File: config.mk
export PLATFORM = sky130hd
export DESIGN_NAME = mem_access_arbiter
export DESIGN_NICKNAME = d
export VERILOG_FILES = /design/src/rtl/mem_access_arbiter.sv
export SDC_FILE = /design/constraint.sdc
export NUM_CORES = 1
export LEC_CHECK = 0
export ABC_AREA = 1
export ABC_CLOCK_PERIOD_IN_PS = 1400
export BUFFER_PORTS_ARGS = -buffer_cell sky130_fd_sc_hd__buf_4
export CAP_MARGIN = 40
export CORE_MARGIN = 2
export CORE_UTILIZATION = 35
export CTS_CLUSTER_SIZE = 8
export DETAILED_ROUTE_END_ITERATION = 10
export MAX_ROUTING_LAYER = met4
export PLACE_DENSITY = 0.69
export SLEW_MARGIN = 20
export SYNTH_ARGS = -nofsm -noshare
export SYNTH_HDL_FRONTEND = slang
export SYNTH_SLANG_ARGS = --single-unit
export TNS_END_PERCENT = 1
File: constraint.sdc
create_clock -name Clk -period 1.4 [get_ports Clk]
set_input_delay 0.28 -clock Clk [delete_from_list [all_inputs] [get_ports Clk]]
set_output_delay 0.28 -clock Clk [all_outputs]
set_load 0.01 [all_outputs]
File: src/rtl/mem_access_arbiter.sv
// mem_access_arbiter
// Sequencer and two-port arbiter in front of the single memory_unit.
// The fetch and data requesters share one memory. Each granted access is
// captured into Mar/Mdr/RW/WordSel. The block then waits for MFC and returns
// read data with a one-cycle ack.
//
// Optional feature: define MEM_TIMEOUT_EN to bound the wait for MFC to
// TIMEOUT ACCESS cycles. On expiry the access is acked with err=1.
//
// Ports
//   Clk, Clr              clock, synchronous active-high reset
//   F_req/F_addr          fetch requester (always a word read)
//   D_req/D_addr/D_rw/
//   D_size/D_wdata        data requester (size 00 byte, 01 half, 10 word)
//   F_ack/D_ack           one-cycle completion pulses
//   rdata, err            read data / error flag, valid with an ack
//   busy                  high whenever not IDLE
//   RamEn/RW/Mar/Mdr/
//   WordSel               memory controls
//   RamOut, MFC           memory read data / function complete
module mem_access_arbiter #(
  parameter int unsigned TIMEOUT = 255
) (
  input  logic        Clk,
  input  logic        Clr,
  input  logic        F_req,
  input  logic [31:0] F_addr,
  input  logic        D_req,
  input  logic [31:0] D_addr,
  input  logic        D_rw,
  input  logic [1:0]  D_size,
  input  logic [31:0] D_wdata,
  output logic        F_ack,
  output logic        D_ack,
  output logic [31:0] rdata,
  output logic        err,
  output logic        busy,
  output logic        RamEn,
  output logic        RW,
  output logic [31:0] Mar,
  output logic [31:0] Mdr,
  output logic [1:0]  WordSel,
  input  logic [31:0] RamOut,
  input  logic        MFC
);

  if (TIMEOUT < 1 || TIMEOUT > 255) begin : g_bad_timeout
    $error("mem_access_arbiter: TIMEOUT must be in 1..255");
  end

  typedef enum logic [1:0] {IDLE, SETUP, ACCESS, DONE} state_t;

  state_t      state_q, state_d;
  logic [31:0] mar_q, mar_d;
  logic [31:0] mdr_q, mdr_d;
  logic        rw_q, rw_d;
  logic [1:0]  wsel_q, wsel_d;
  logic        port_q, port_d;    // granted port: 1 = data, 0 = fetch
  logic        last_q, last_d;    // last served port: 1 = data, 0 = fetch
  logic [31:0] rdata_q, rdata_d;
  logic        err_q, err_d;

  logic        grant_data;
  logic        misaligned;
  logic        timeout_hit;

  // Ties go to whichever port was not served last.
  assign grant_data = D_req && (!F_req || !last_q);

  always_comb begin
    misaligned = 1'b0;
    case (wsel_q)
      2'b01:   misaligned = mar_q[0];
      2'b10:   misaligned = |mar_q[1:0];
      2'b11:   misaligned = 1'b1;
      default: misaligned = 1'b0;
    endcase
  end

`ifdef MEM_TIMEOUT_EN
  localparam logic [7:0] TMO_LAST = 8'(TIMEOUT - 1);
  logic [7:0] cnt_q, cnt_d;

  // cnt_q counts ACCESS cycles already spent. The cycle where the count
  // would reach TIMEOUT is the last one allowed.
  assign timeout_hit = (state_q == ACCESS) && (cnt_q == TMO_LAST);

  always_comb begin
    cnt_d = cnt_q;
    if (state_q == SETUP)       cnt_d = 8'd0;
    else if (state_q == ACCESS) cnt_d = cnt_q + 8'd1;
  end

  always_ff @(posedge Clk) begin
    if (Clr) cnt_q <= 8'd0;
    else     cnt_q <= cnt_d;
  end
`else
  assign timeout_hit = 1'b0;
`endif

  // State register and datapath flops.
  always_ff @(posedge Clk) begin
    if (Clr) begin
      state_q <= IDLE;
      mar_q   <= 32'd0;
      mdr_q   <= 32'd0;
      rw_q    <= 1'b0;
      wsel_q  <= 2'b00;
      port_q  <= 1'b0;
      last_q  <= 1'b0;
      rdata_q <= 32'd0;
      err_q   <= 1'b0;
    end else begin
      state_q <= state_d;
      mar_q   <= mar_d;
      mdr_q   <= mdr_d;
      rw_q    <= rw_d;
      wsel_q  <= wsel_d;
      port_q  <= port_d;
      last_q  <= last_d;
      rdata_q <= rdata_d;
      err_q   <= err_d;
    end
  end

  // Next-state logic.
  always_comb begin
    state_d = state_q;
    case (state_q)
      IDLE:    if (F_req || D_req) state_d = SETUP;
      SETUP:   state_d = misaligned ? DONE : ACCESS;
      ACCESS:  if (MFC || timeout_hit) state_d = DONE;
      DONE:    state_d = IDLE;
      default: state_d = IDLE;
    endcase
  end

  // Datapath capture. MFC has priority over a same-cycle timeout.
  always_comb begin
    mar_d   = mar_q;
    mdr_d   = mdr_q;
    rw_d    = rw_q;
    wsel_d  = wsel_q;
    port_d  = port_q;
    last_d  = last_q;
    rdata_d = rdata_q;
    err_d   = err_q;
    case (state_q)
      IDLE: begin
        if (F_req || D_req) begin
          port_d = grant_data;
          if (grant_data) begin
            mar_d  = D_addr;
            mdr_d  = D_wdata;
            rw_d   = D_rw;
            wsel_d = D_size;
          end else begin
            mar_d  = F_addr;
            mdr_d  = 32'd0;
            rw_d   = 1'b1;
            wsel_d = 2'b10;
          end
        end
      end
      SETUP: begin
        err_d   = misaligned;
        rdata_d = 32'd0;
      end
      ACCESS: begin
        if (MFC) begin
          rdata_d = rw_q ? RamOut : 32'd0;
          err_d   = 1'b0;
        end else if (timeout_hit) begin
          rdata_d = 32'd0;
          err_d   = 1'b1;
        end
      end
      DONE:    last_d = port_q;
      default: ;
    endcase
  end

  // Outputs.
  always_comb begin
    F_ack   = (state_q == DONE) && !port_q;
    D_ack   = (state_q == DONE) &&  port_q;
    err     = (state_q == DONE) &&  err_q;
    rdata   = rdata_q;
    busy    = (state_q != IDLE);
    RamEn   = (state_q == ACCESS);
    RW      = rw_q;
    Mar     = mar_q;
    Mdr     = mdr_q;
    WordSel = wsel_q;
  end

endmodule

==> results of run 1 <==
==> cells in the mapped netlist, drive strengths merged <==
master	instances
buf	31
inv	48
clkbuf	9
o21ai	70
nand4	1
nor2	43
ha	4
nand3	32
dfxtp	104
nand2	109
a21oi	104
==> cells by family (layout without fill, tap and decap cells) <==
kind of cell | after synthesis | after routing | synth area share
DFF | 104 | 104 | 0.479
AOI/OAI and AO/OA | 174 | 174 | 0.236
buffers and inverters | 88 | 340 | 0.102
adders and majority gates | 4 | 4 | 0.0115
and+or+nand+nor | 185 | 185 | 0.171
==> per-stage QoR <==
step                      hold slack, ns     TNS, ns  setup WS (ns)  instances  total power, mW
after floorplan                    0.405  -0.0000293    -0.00000366        555             6.61
after global placement             0.452       -4.22         -0.114        947             8.32
after detailed placement           0.457      -11.97         -0.248        947             8.43
after CTS                          0.147       -3.76         -0.125        969             11.5
after global routing               0.154       -7.87         -0.169        975             12.8
final                              0.154       -2.10         -0.124        975             12.0
==> cells in the final DEF (no fill, tap or decap), drive strengths merged <==
master    instances
dfxtp           104
buf             275
clkinv            1
clkinvlp          1
ha                4
clkbuf           14
nand3            32
nor2             43
bufinv            1
inv              48
o21ai            70
a21oi           104
nand4             1
nand2           109
==> final cells by class <==
class | instances | share of cell area
clock inverters | 3 | 0.00602
clock buffers | 12 | 0.0349
inverters | 48 | 0.0280
flip-flops and latches | 104 | 0.295
multi-input cells | 363 | 0.278
well taps | 168 | 0.0298
repair buffers | 277 | 0.328
==> worst register-to-register path, delay by kind of cell (launching register included) <==
kind	cells	cell delay [ns]
compound gates	1	0.12
simple gates	3	0.20
flops	1	0.37
buf+inv	5	0.53
fa+ha+maj	1	0.15
==> routing by layer <==
metal / track usage / vias to the layer above
met5: - / -
met4: 0.0843 / 0
met3: 0.0298 / 22
met2: 0.338 / 161
met1: 0.225 / 2097
li1: - / 2303
==> sequential cells by signal, indices dropped and copies added, names as in the netlist <==
signal   cells
last_q       1
Mdr         32
err_q        1
WordSel      2
Mar         32
port_q       1
rdata       32
RW           1
state_q      2
==> report_power, final <==
part | internal, mW | leakage, nW | switching (mW)
sequential | 3.55 | 0.852 | 0.346
combinational | 2.80 | 2.20 | 2.82
clock | 1.42 | 0.139 | 1.06
total | 7.77 | 3.19 | 4.23
==> repair_timing <==
action | CTS | global route
hold buffers | 0 | 0
resized for setup | 27 | 49
setup buffers | 6 | 4
endpoints found under the setup margin | 105 | 104
pin swaps | 5 | 40
gates cloned | 1 | 2
==> worst paths after layout <==
kind | cells past startpoint | slack [ns] | to
hold / removal | 3 | 0.15 | Mar[18]$_SDFFE_PP0P_
setup / recovery | 5 | -0.12 | F_ack
hold reg to reg | 2 | 0.46 | rdata[10]$_SDFFE_PP0P_
setup reg to reg | 10 | -0.06 | rdata[30]$_SDFFE_PP0P_
==> out/results.txt, run 1 <==
The flow ran to the end, but the final reports show violations. The checks that failed: negative setup slack. The via count of the first global-routing pass is 4321, and the routed metal-1 wire length is 5600 µm. The die is 115 µm tall. The tools report the routed wire length on met3 as 754 µm. 0 antenna diodes ended up in the layout. After clock tree synthesis, the clock-pin slew on the worst setup and hold paths is 0.07 ns. The depth of the CTS H-tree is 3, and the via density per instance is 4.70. The tree built by TritonCTS fans out to 104 sinks.

The class of the worst hold path was input pin to flop. The tools report the number of nets in the final layout as 943. The clock passes through at most 2 buffers.

Once detail routing completed, the nets flagged for antenna violations numbered 0. With fillers left out, the area of the finished cells amounts to 7060 µm². During I/O placement, the number of pins put on the boundary was 240. The power density of the placed cells is 1700 nW/µm², and the final setup violation count is 49. For the final-report max-slew violation count, the log shows 0.

The row count was 40. Fill cells in the final layout number 1093. Detailed placement finished with a half-perimeter wire length of 9630 µm. Summed over all layers, the routed wires come to 13600 µm. The overall track demand over capacity in global routing was 0.196; the timing-limited maximum frequency was 656 MHz.

The tools report the utilization of the core after routing as 0.586. For this design the static power due to leakage is 3.19 nW. Maximum VDD drop: 0.718 mV. The startpoint of the worst setup timing path is state_q[1]$_SDFFE_PP0P_. The run gives 0 as the post-route DRC violation count.

In this design, the critical path's most frequently occurring cell is sky130_fd_sc_hd__buf_6. In this run the cell area of the synthesized design comes to 4340 µm². The share of the yosys chip area belonging to registers is 0.479. TritonCTS built the clock tree. The final hold violation count was 0; the critical path data required time was 1.12 ns.

The run gives 0.360 as the starting utilization of the core area. The largest total area in the synthesized netlist belongs to sky130_fd_sc_hd__dfxtp_1. The cell area after placement is 6380 µm², and the maximum fanout along the worst path is 4.

The die is 115 µm wide. STA classifies the critical path startpoint as a flop. The largest single stage delay on the critical path is 0.39 ns.

After technology mapping, the gate count stands at 555. Summing all multi-input logic gate instances after layout gives 1960 µm². The worst path in the final design needs a cycle of 1.52 ns, including I/O delays and setup.

Yosys attributes the largest share of cell area to sky130_fd_sc_hd__dfxtp_1 (48%), sky130_fd_sc_hd__a21oi_1 (9.6%), sky130_fd_sc_hd__nand2_1 (9.4%). At the pin with the least slew margin, the transition time is 0.305 ns. The final weighted congestion in routability-driven placement was 0.796. Across the run, the number of max-cap violations was 0. Clock skew on the completed layout was measured at 0.00552 ns. The portion of synthesized cell area occupied by the leading cell type is 0.479, and the final worst setup slack is -0.124 ns. The sequential cells in the finished layout cover a total of 2090 µm². The critical register-to-register path startpoint is state_q[1]$_SDFFE_PP0P_. The cell family contributing the most delay on the critical path is flip-flops.

The number of optimization iterations in the first detailed-route pass came out at 4. The number of warnings printed during yosys synthesis is 0, and the synthesized flop and latch total is 104. The final critical-path share of the clock period was 1.09.

The uppermost layer routed was met4. The signal on the critical path passes through buf_6, ha_4, inv_2, nor2_4, buf_6. The die covers 13300 µm². At the later pin of the worst-skew pair, clock insertion delay measures 0.34 ns.

For the remaining max-slew budget at the tightest pin, the log shows 0.797. The CTS buffer count is 9. Number of different library cells in the post-synthesis netlist: 21. The average instance in the mapped netlist occupies 7.83 µm². The count of buffering cells on the critical path with inverters included came out at 3.

Type of element capturing the critical path: an output pin. Detailed routing placed a total of 6890 µm of wire on met2. For the worst setup path, the data arrival time is 1.24 ns. The pin count of the biggest net entering global routing was 51; the relative area change from synthesis to final layout was 62.6%. The wire length per cell came out at 13.9 µm. The master of the slowest instance on the critical path was sky130_fd_sc_hd__dfxtp_4. The logs give 4583 for the total via count after detailed routing and 257 for the first-iteration detailed-routing DRC count.

The run gives 20100 µm as the first-pass GRT wire length. The startpoint identified for the worst hold timing path is D_addr[18]. After global routing the overflow that remains totals 0. Setup repair after global routing could not meet its margin everywhere. The buffer type at the clock tree root was sky130_fd_sc_hd__clkbuf_16. The category of the critical setup timing path is flop to output pin. Buffers placed on the I/O ports in this run total 239. The share of final-layout standard cells stronger than drive strength 1 came out at 0.460.

The initial antenna violation count is 0. The core box area is 12100 µm², and the number of nets in the synthesized netlist is 695.
No activity file was read; power rests on OpenSTA's default activity.
==> run 2: changes to the inputs <==
==> constraint.sdc (replaced) <==
create_clock -name Clk -period 1.4 [get_ports Clk]
set_input_delay 0.07 -clock Clk [delete_from_list [all_inputs] [get_ports Clk]]
set_output_delay 0.07 -clock Clk [all_outputs]
set_load 0.01 [all_outputs]
==> run 2 against run 1 <==
Against the previous run: the run still ends with negative setup slack left; clock-buffer cell count decreased by 1; core utilization increased by 5.9 points; non-clock buffer count increased by 65; final cell count increased by 6.6%; clock power increased by 6%; hold slack got worse by 0.14 ns; total power increased by 6.4%; critical path depth increased by 4; combinational power increased by 10%; via count increased by 6.6%; sequential cell count unchanged; worst setup slack improved by 0.073 ns; critical endpoint is now rdata[8]$_SDFFE_PP0P_; largest cell class unchanged; highest routed layer unchanged.
==> out/results.txt, run 2 (same netlist as run 1, synthesis figures left out) <==
The flow ran to the end, but the final reports show violations. The checks that failed: negative setup slack. The combined flip-flop and latch cell area was 2090 µm² (unchanged); the sum of routed wire length over all layers was 15200 µm (+12%). The final worst setup slack was -0.0506 ns (+0.0731 ns); the total via count after detailed routing was 4885 (+6.6%). The largest incremental delay on the critical path is 0.38 ns (about the same). For the overall track demand over capacity in global routing, the log shows 0.221 (+0.0257).

The area used by multi-input combinational logic is 2000 µm² (+1.9%), and the number of optimization iterations in the first detailed-route pass is 4 (unchanged). The run gives 1039 (+6.6%) as the non-filler instance count after layout. Leaving out fill and tap cells, the most frequent cells in the layout are sky130_fd_sc_hd__buf_4 (254), sky130_fd_sc_hd__nand2_1 (106), sky130_fd_sc_hd__dfxtp_1 (102), sky130_fd_sc_hd__dlygate4sd3_1 (69), sky130_fd_sc_hd__a21oi_1 (68).

TritonCTS built the clock tree. The wire length per cell was 14.7 µm (+5.4%); the number of routed nets with antenna violations was 0 (unchanged). Walking the worst path, the cells encountered are inv_4, buf_4, ha_4, nor2_4, nor2_4, buf_6, buf_12, nand3_1, a21oi_2. For the maximum VDD drop, the log shows 0.850 mV (+18%). Setup repair after global routing could not meet its margin everywhere.

Vertical die dimension: 115 µm (unchanged). The number of fill cells in the layout was 1001 (-8.4%); the row count was 40 (unchanged). The logs give 2 (unchanged) for the number of buffers on the longest clock path and 240 (unchanged) for the number of ports placed on the die boundary. The timing-limited maximum frequency was 689 MHz (+5.0%); the via density per instance was 4.70 (about the same). The total number of clock tree sinks came out at 104 (unchanged). The setup path with the least slack is of type flop to flop. For this design, the slowest cell found on the critical path is sky130_fd_sc_hd__dfxtp_4.

The maximum fanout along the worst path came out at 17 (+13). Most common cell type on the critical path: sky130_fd_sc_hd__nor2_4. The critical path startpoint category was a flop. The initial antenna violation count came out at 0 (unchanged). The final period demand of the worst path was 1.45 ns (-0.0731 ns); the starting utilization of the core area was 0.360 (unchanged). The leftover overflow at the end of global routing was 0 (unchanged); the pin slew with the least headroom to its limit was 0.781 ns (+0.477 ns). The run gives 3.48 nW (+9.0%) as the leakage power summed over all cells.

The final setup violation count came out at 54 (+10%). The type of element capturing the critical path is a flop. The post-route DRC violation count was 0 (unchanged); the number of buffer cells added on primary ports was 239 (unchanged). The tools report the core box area as 12100 µm² (unchanged). The kind of cell with the highest combined delay along the critical path is buffers and inverters. The worst slack at placement was -0.210 ns (+0.0374 ns); the data arrival time of the worst path was 1.64 ns (+0.40 ns).

The count of buffering cells on the critical path with inverters included was 4 (+1). For the remaining max-slew budget at the tightest pin, the log shows 0.479 (-0.318). For the final weighted congestion in routability-driven placement, the log shows 0.787 (-1.1%). The chip width is 115 µm (unchanged), and the via count of the first global-routing pass is 4815 (+11%). The total power was 12.8 mW (+6.4%); the final worst clock skew was 0.00685 ns (+0.00133 ns). The logs give 0.34 ns (about the same) for the clock insertion delay at the later pin of the skew report and 1008 (+6.9%) for the number of nets in the final layout. The logs give 9 (unchanged) for the CTS buffer count and 268 (+4.3%) for the first-iteration detailed-routing DRC count. Leaving out fill and tap cells, the most frequent cell in the layout is sky130_fd_sc_hd__buf_4.

For the area of the die, the log shows 13300 µm² (unchanged). The tools report the finished layout cell area as 7770 µm² (+10%). The cell area after placement is 6290 µm² (-1.4%), and the final hold violation count is 0 (unchanged).

The class of the worst hold path was input pin to flop. The final-report max-slew violation count was 0 (unchanged). The tools report the pin count of the biggest net entering global routing as 68 (+33%). The area growth from synthesis to layout is 78.9%. The post-detailed-placement half-perimeter wirelength was 9560 µm (-0.73%); the share of final-layout standard cells stronger than drive strength 1 was 0.428 (-0.0315).

The first-pass GRT wire length came out at 22700 µm (+13%). The count of antenna diodes in the layout is 0 (unchanged). The count of max-cap constraint violations was 0 (unchanged).

The power density of the placed cells was 1640 nW/µm² (-3.3%); the depth of the CTS H-tree was 3 (unchanged). The clock transition at the registers of the reported paths is 0.07 ns (about the same), and the critical path data required time is 1.59 ns (+0.47 ns). The final critical-path share of the clock period came out at 1.04 (-0.0522). In this run the clock root is driven by a sky130_fd_sc_hd__clkbuf_16. The number of placed instances, taps included is 940 (-0.74%).
[run 2: worst paths after layout]
check | start | endpoint | slack, ns | cells after the start
hold reg to reg | rdata[31]$_SDFFE_PP0P_ | rdata[31]$_SDFFE_PP0P_ | 0.46 | 2
setup / recovery | state_q[1]$_SDFFE_PP0P_ | rdata[8]$_SDFFE_PP0P_ | -0.05 | 9
hold / removal | D_addr[28] | Mar[28]$_SDFFE_PP0P_ | 0.01 | 3
setup reg to reg | state_q[1]$_SDFFE_PP0P_ | rdata[8]$_SDFFE_PP0P_ | -0.05 | 9
[run 2: through the flow]
stage	TNS [ns]	util	hold slack, ns
detailed placement	-10.74	0.521	0.296
floorplan	-0.0000293	-	0.195
finish	-1.26	0.644	0.0110
CTS	-2.37	0.624	0.0000941
global route	-5.87	0.644	0.00241
global placement	-4.48	0.521	0.288
[run 2: timing repair]
action	4_1_cts	5_1_grt
gates resized for setup	32	76
hold endpoints to repair	68	1
pin swaps	8	25
gates cloned	4	3
hold buffers	68	1
buffers inserted	8	3
endpoints found under the setup margin	101	103
[run 2: report_power, final]
part / internal [mW] / switching [mW]
clock network: 1.60 / 1.04
logic: 3.13 / 3.08
registers: 3.55 / 0.370
total: 8.27 / 4.49
[run 2: tightest hold or removal path: cells and delay by family]
| kind | cells | cell delay, ns |
|---|---|---|
| AND/OR/NAND/NOR | 1 | 0.10 |
| buffers and inverters | 1 | 0.08 |
| AO/OA/AOI/OAI | 1 | 0.05 |
[run 2: area by class of cell]
class | count | area share
clock buffers | 11 | 0.0312
flip-flops and latches | 104 | 0.269
multi-input cells | 363 | 0.257
inverters | 48 | 0.0254
well taps | 168 | 0.0270
clock inverters | 3 | 0.00869
repair buffers | 342 | 0.382
[run 2: per-layer routing]
layer,global-route usage,vias to the layer above,routed length (µm)
met4,0.102,0,576
met2,0.396,178,7820
li1,-,2430,-
met5,-,-,0
met3,0.0418,40,844
met1,0.236,2237,6010
